File: config.mk
export PLATFORM = sky130hd
export DESIGN_NAME = instr_encoder
export DESIGN_NICKNAME = d
export VERILOG_FILES = /design/src/rtl/instr_encoder.sv
export SDC_FILE = /design/constraint.sdc
export NUM_CORES = 1
export LEC_CHECK = 0
export ABC_AREA = 1
export BUFFER_PORTS_ARGS = -buffer_cell sky130_fd_sc_hd__buf_2
export CAP_MARGIN = 15
export CELL_PAD_IN_SITES_DETAIL_PLACEMENT = 0
export CELL_PAD_IN_SITES_GLOBAL_PLACEMENT = 1
export CORE_MARGIN = 2
export CORE_UTILIZATION = 34
export CTS_BUF_LIST = sky130_fd_sc_hd__clkbuf_4 sky130_fd_sc_hd__clkbuf_8
export DETAILED_ROUTE_END_ITERATION = 16
export HOLD_SLACK_MARGIN = 0.08
export MAX_ROUTING_LAYER = met4
export PLACE_DENSITY = 0.78
export REMOVE_ABC_BUFFERS = 1
export SYNTH_ARGS = -nofsm -noshare
export SYNTH_HDL_FRONTEND = slang
export SYNTH_SLANG_ARGS = --single-unit
File: constraint.sdc
create_clock -name clk -period 1.52 [get_ports clk]
set_input_delay 0.152 -clock clk [delete_from_list [all_inputs] [get_ports clk]]
set_output_delay 0.152 -clock clk [all_outputs]
set_load 0.1 [all_outputs]
File: src/rtl/instr_encoder.sv
// ============================================================================
// Module      : instr_encoder
// Description : Encodes RV32 I/S/SB/UJ/U instruction words from discrete
//               fields and expands the LI pseudo-op into ADDI, LUI or a
//               LUI+ADDI pair. Valid/ready on both sides, one-cycle latency.
// Revision    : 1.0 - initial release
// ============================================================================
`default_nettype none

module instr_encoder #(
  parameter int INSTRUCTION = 32
) (
  input  logic                   clk,
  input  logic                   rst_n,
  input  logic                   req_valid,
  output logic                   req_ready,
  input  logic [2:0]             req_fmt,
  input  logic [6:0]             req_opcode,
  input  logic [2:0]             req_funct3,
  input  logic [4:0]             req_rd,
  input  logic [4:0]             req_rs1,
  input  logic [4:0]             req_rs2,
  input  logic [INSTRUCTION-1:0] req_imm,
  output logic                   instr_valid,
  input  logic                   instr_ready,
  output logic [INSTRUCTION-1:0] instruction,
  output logic                   imm_err
);

  localparam logic [2:0] FMT_I  = 3'd0;
  localparam logic [2:0] FMT_S  = 3'd1;
  localparam logic [2:0] FMT_SB = 3'd2;
  localparam logic [2:0] FMT_UJ = 3'd3;
  localparam logic [2:0] FMT_U  = 3'd4;
  localparam logic [2:0] FMT_LI = 3'd5;

  localparam logic [6:0]  OP_OPIMM = 7'h13;
  localparam logic [6:0]  OP_LUI   = 7'h37;
  localparam logic [31:0] NOP_WORD = 32'h0000_0013;

  typedef enum logic [1:0] {
    S_IDLE  = 2'd0,
    S_EMIT  = 2'd1,
    S_EMIT2 = 2'd2
  } state_t;

  state_t      state, state_d;

  // Second-word context for a two-word LI (ADDI rd,rd,lo)
  logic        pending, pending_d;
  logic [4:0]  li_rd, li_rd_d;
  logic [11:0] li_lo, li_lo_d;

  logic [31:0] instruction_d;
  logic        imm_err_d;
  logic        instr_valid_d;

  // Combinational encoding of the request currently on the inputs
  logic [31:0] enc_word;
  logic        enc_err;
  logic        enc_pend;

  logic        fits12;
  logic        fits13;
  logic        fits21;
  logic [31:0] hi_sum;
  logic [31:0] second_word;
  logic        accept;

  assign fits12 = (req_imm[31:11] == {21{req_imm[11]}});
  assign fits13 = (req_imm[31:12] == {20{req_imm[12]}});
  assign fits21 = (req_imm[31:20] == {12{req_imm[20]}});

  // Rounded upper part so that the sign-extended ADDI low part lands exactly
  assign hi_sum = req_imm + 32'h0000_0800;

  assign second_word = {li_lo, li_rd, 3'b000, li_rd, OP_OPIMM};

  // Ready while idle, or when the current word leaves this cycle and no
  // LI second word still has to follow it; never during reset
  assign req_ready = rst_n && ((state == S_IDLE) || (instr_ready && !pending));
  assign accept    = req_valid && req_ready;

  // Format-dependent encoding and range checking of the input request
  always_comb begin
    enc_word = NOP_WORD;
    enc_err  = 1'b1;
    enc_pend = 1'b0;
    case (req_fmt)
      FMT_I: begin
        enc_word = {req_imm[11:0], req_rs1, req_funct3, req_rd, req_opcode};
        enc_err  = !fits12;
      end
      FMT_S: begin
        enc_word = {req_imm[11:5], req_rs2, req_rs1, req_funct3, req_imm[4:0], req_opcode};
        enc_err  = !fits12;
      end
      FMT_SB: begin
        enc_word = {req_imm[12], req_imm[10:5], req_rs2, req_rs1, req_funct3,
                    req_imm[4:1], req_imm[11], req_opcode};
        enc_err  = !fits13 || req_imm[0];
      end
      FMT_UJ: begin
        enc_word = {req_imm[20], req_imm[10:1], req_imm[11], req_imm[19:12], req_rd, req_opcode};
        enc_err  = !fits21 || req_imm[0];
      end
      FMT_U: begin
        enc_word = {req_imm[31:12], req_rd, req_opcode};
        enc_err  = (req_imm[11:0] != 12'd0);
      end
      FMT_LI: begin
        enc_err = 1'b0;
        if (fits12) begin
          enc_word = {req_imm[11:0], 5'd0, 3'b000, req_rd, OP_OPIMM};
        end else if (req_imm[11:0] == 12'd0) begin
          enc_word = {req_imm[31:12], req_rd, OP_LUI};
        end else begin
          enc_word = {hi_sum[31:12], req_rd, OP_LUI};
          enc_pend = 1'b1;
        end
      end
      default: begin
        enc_word = NOP_WORD;
        enc_err  = 1'b1;
      end
    endcase
  end

  // Next-state and next output-register values
  always_comb begin
    state_d       = state;
    pending_d     = pending;
    li_rd_d       = li_rd;
    li_lo_d       = li_lo;
    instruction_d = instruction;
    imm_err_d     = imm_err;
    instr_valid_d = instr_valid;
    case (state)
      S_IDLE, S_EMIT2, S_EMIT: begin
        if ((state == S_IDLE) || instr_ready) begin
          if (pending) begin
            instruction_d = second_word;
            imm_err_d     = 1'b0;
            pending_d     = 1'b0;
            state_d       = S_EMIT2;
          end else if (accept) begin
            instruction_d = enc_word;
            imm_err_d     = enc_err;
            pending_d     = enc_pend;
            li_rd_d       = req_rd;
            li_lo_d       = req_imm[11:0];
            instr_valid_d = 1'b1;
            state_d       = S_EMIT;
          end else begin
            instr_valid_d = 1'b0;
            state_d       = S_IDLE;
          end
        end
      end
      default: begin
        instr_valid_d = 1'b0;
        pending_d     = 1'b0;
        state_d       = S_IDLE;
      end
    endcase
  end

  // State and output registers with synchronous active-low reset
  always_ff @(posedge clk) begin
    if (!rst_n) begin
      state       <= S_IDLE;
      pending     <= 1'b0;
      li_rd       <= 5'd0;
      li_lo       <= 12'd0;
      instruction <= '0;
      imm_err     <= 1'b0;
      instr_valid <= 1'b0;
    end else begin
      state       <= state_d;
      pending     <= pending_d;
      li_rd       <= li_rd_d;
      li_lo       <= li_lo_d;
      instruction <= instruction_d;
      imm_err     <= imm_err_d;
      instr_valid <= instr_valid_d;
    end
  end

endmodule

`default_nettype wire

==> flow_metrics.env <==
export IMPL_outcome="finished with violations"
export IMPL_violations="setup timing"
export IMPL_reg2reg_slack_ns=-0.005
export IMPL_ys_seq_elements=54
export IMPL_cts_path_max_buffers=2
export IMPL_internal_power_mw=2.53
export IMPL_clock_latency_ns=0.32
export IMPL_drive_above_1_share_pct=35.4
export IMPL_clockPowerShare_pct=24.2
export IMPL_period_share_pct=100
export IMPL_hp_class="primary input to flop"
export IMPL_comb_power_share_pct=38.2
export IMPL_synth_area_leader_cell="dfxtp_1"
export IMPL_hold_violations=0
export IMPL_diodes=0
export IMPL_wl_um=15300
export IMPL_die_y_um=110
export IMPL_synthCells=630
export IMPL_place_ws_ns=-0.184
export IMPL_ys_seq_area_share_pct=28.4
export IMPL_cp_max_fo=6
export IMPL_relSlewSlack_pct=66.8
export IMPL_cts_sinks=54
export IMPL_antenna_found_initial=0
export IMPL_layout_nets=891
export IMPL_io_buffer_count=98
export IMPL_netlist_area_um2=3810
export IMPL_yosys_top_cells_count="nand2_1 (190), a21oi_1 (63), inv_1 (55), nor2_1 (55), dfxtp_1 (54)"
export IMPL_die_area_um2=12100
export IMPL_grt_first_pass_wirelength_um=23900
export IMPL_fin_util_pct=51.6
export IMPL_ys_types=34
export IMPL_r2r_end="instruction[17]"
export IMPL_power_mw=4.14
export IMPL_seq_area_um2=1080
export IMPL_critical_path_class="flop to flop"
export IMPL_cts_max_level=2
export IMPL_drv_slew=0
export IMPL_power_per_cell_area_nw_per_um2=737
export IMPL_place_area_um2=5210
export IMPL_wl_per_cell_um=15.9
export IMPL_ant_nets=0
export IMPL_pwr_share_seq_pct=37.6
export IMPL_synthMostInstantiatedCell="nand2_1"
export IMPL_core_area_um2=10900
export IMPL_p_sw_mw=1.62
export IMPL_min_from="req_opcode[1]"
export IMPL_drt_iter0_markers=320
export IMPL_worst_pin_slew_ns=0.501
export IMPL_cts_made_buffers=5
export IMPL_finalInstanceArea_um2=5620
export IMPL_syn_area_per_cell_um2=6.05
export IMPL_setup_violations=2
export IMPL_crit_required_ns=1.76
export IMPL_grt_use_total_pct=26.3
export IMPL_p_leak_nw=2.85
export IMPL_async_flop_share_pct=0
export IMPL_rsz0062_at_grt="true"
export IMPL_clock_root_buffer="clkbuf_8"
export IMPL_vias=4940
export IMPL_holdPathStages=3
export IMPL_timing_rr_start="pending"
export IMPL_initial_core_util_pct=35.0
export IMPL_arrival_ns=1.77
export IMPL_end_kind="flop"
export IMPL_multi_input_area_um2=2500
export IMPL_finalWeightedCongestion=0.941
export IMPL_fmaxAchievable_mhz=656
export IMPL_hold_ws_ns=0.105
export IMPL_gr_total_overflow=0
export IMPL_finalClockSkew_ns=0.0117
export IMPL_switching_share_pct=39.0
export IMPL_startpoint_type="flop"
export IMPL_drcViolationCount=0
export IMPL_die_x_um=110
export IMPL_cts_hold_buf=0
export IMPL_area_delta_synth_final_pct=47.4
export IMPL_fillCellCount=1150
export IMPL_grt_max_degree=34
export IMPL_num_io_pins=99
export IMPL_fin_crit_ns=1.52
export IMPL_peakVddDrop_mv=0.592
export IMPL_worstHoldEndpoint="instruction[1]"
export IMPL_post_dp_hpwl_um=12200
export IMPL_ys_warn_count=0
export IMPL_synth_edff_count=0
export IMPL_cap_violations=0
export IMPL_avgViaCountPerCell=5.12
export IMPL_clk_pin_slew_ns=0.10
export IMPL_worst_slack_ns=-0.00461
export IMPL_first_global_vias=4845
export IMPL_first_pass_iters=5
export IMPL_yosys_top_cells_area="dfxtp_1 (28%), nand2_1 (19%), a21oi_1 (8.3%)"
export IMPL_tritoncts="built"
export IMPL_r2r_cells=10
export IMPL_synth_ff_type="dfxtp_1"
export IMPL_yosysTopAreaCellShare_pct=28.4
export IMPL_num_rows=38
## power by group through the flow
stage	logic, mW	registers [mW]	clock network, mW
6_report	1.58	1.56	1.00
5_1_grt	1.70	1.57	1.08
4_1_cts	1.52	1.55	1.02
3_5_place_dp	1.48	1.58	0
3_3_place_gp	1.48	1.58	0
2_1_floorplan	0.456	2.01	0
## sequential cells by signal, indices dropped and copies added, names as in the netlist
signal,flops
instruction,32
li_rd,5
pending,1
imm_err,1
state,2
instr_valid,1
li_lo,12
## per-layer routing
metal	wire, um	GRT usage (%)
met1	6990	33.7
met2	7240	44.0
met3	812	3.56
met4	295	6.06
met5	0	-
## area by class of cell
type | count | area share, %
well taps | 140 | 3.12
inverters | 64 | 4.45
flip-flops and latches | 54 | 19.3
repair buffers | 209 | 26.6
multi-input cells | 490 | 44.5
clock buffers | 6 | 1.36
clock inverters | 2 | 0.668
## worst max-delay path by stage
stage,start,slack (ns),to
finish,pending,-0.005,instruction[17]
global route,pending,-0.09,instruction[7]
CTS,state[1],0.003,instruction[10]
detailed placement,req_imm[11],-0.18,instruction[17]
global placement,req_imm[11],-0.19,instruction[29]
floorplan,pending,-1.09,instruction[0]
## worst max-delay path, stage by stage, from the launching register on
cell and delay [ns]:
dfxtp_2 0.34, inv_2 0.06, nand2_2 0.06, a21oi_4 0.17, nand2_2 0.10, nand2_2 0.09, nand3_4 0.16, inv_8 0.14
clkbuf_16 0.16, o21ai_1 0.06, a21oi_1 0.13
## metrics by stage
| step | cells | TNS, ns |
|---|---|---|
| after floorplan | 608 | -50.72 |
| after global placement | 949 | -1.80 |
| after detailed placement | 949 | -2.77 |
| after CTS | 962 | 0 |
| after global routing | 965 | -1.81 |
| final | 965 | -0.00841 |
## kinds of logic after synthesis
family	after synthesis	synth area share, %
DFF	54	28.4
and+or+nand+nor	334	37.9
buffers and inverters	86	10.1
xor gates and xnor gates	9	2.07
AOI/OAI and AO/OA	144	20.6
adders and majority gates	3	0.985
## cell usage in the layout (no fill, tap or decap), types with 9 or more instances in the layout
master and instances:
nor2_1 55, inv_1 53, o22ai_1 9, a21oi_2 18, nand3_1 47, nand2_1 180, nand4_1 10, buf_4 99
o21ai_0 22, inv_2 9, buf_12 10, a21oi_1 47, nand2_2 13, o21ai_1 29, buf_2 97, dfxtp_1 51
## timing repair
action                                  in CTS  in global routing
endpoints found under the setup margin      42                 45
buffers inserted                             4                  2
cloned                                       1                  1
gates resized for setup                     13                 45
pin swaps                                    3                 10
Power figures use the tool's default switching activity.
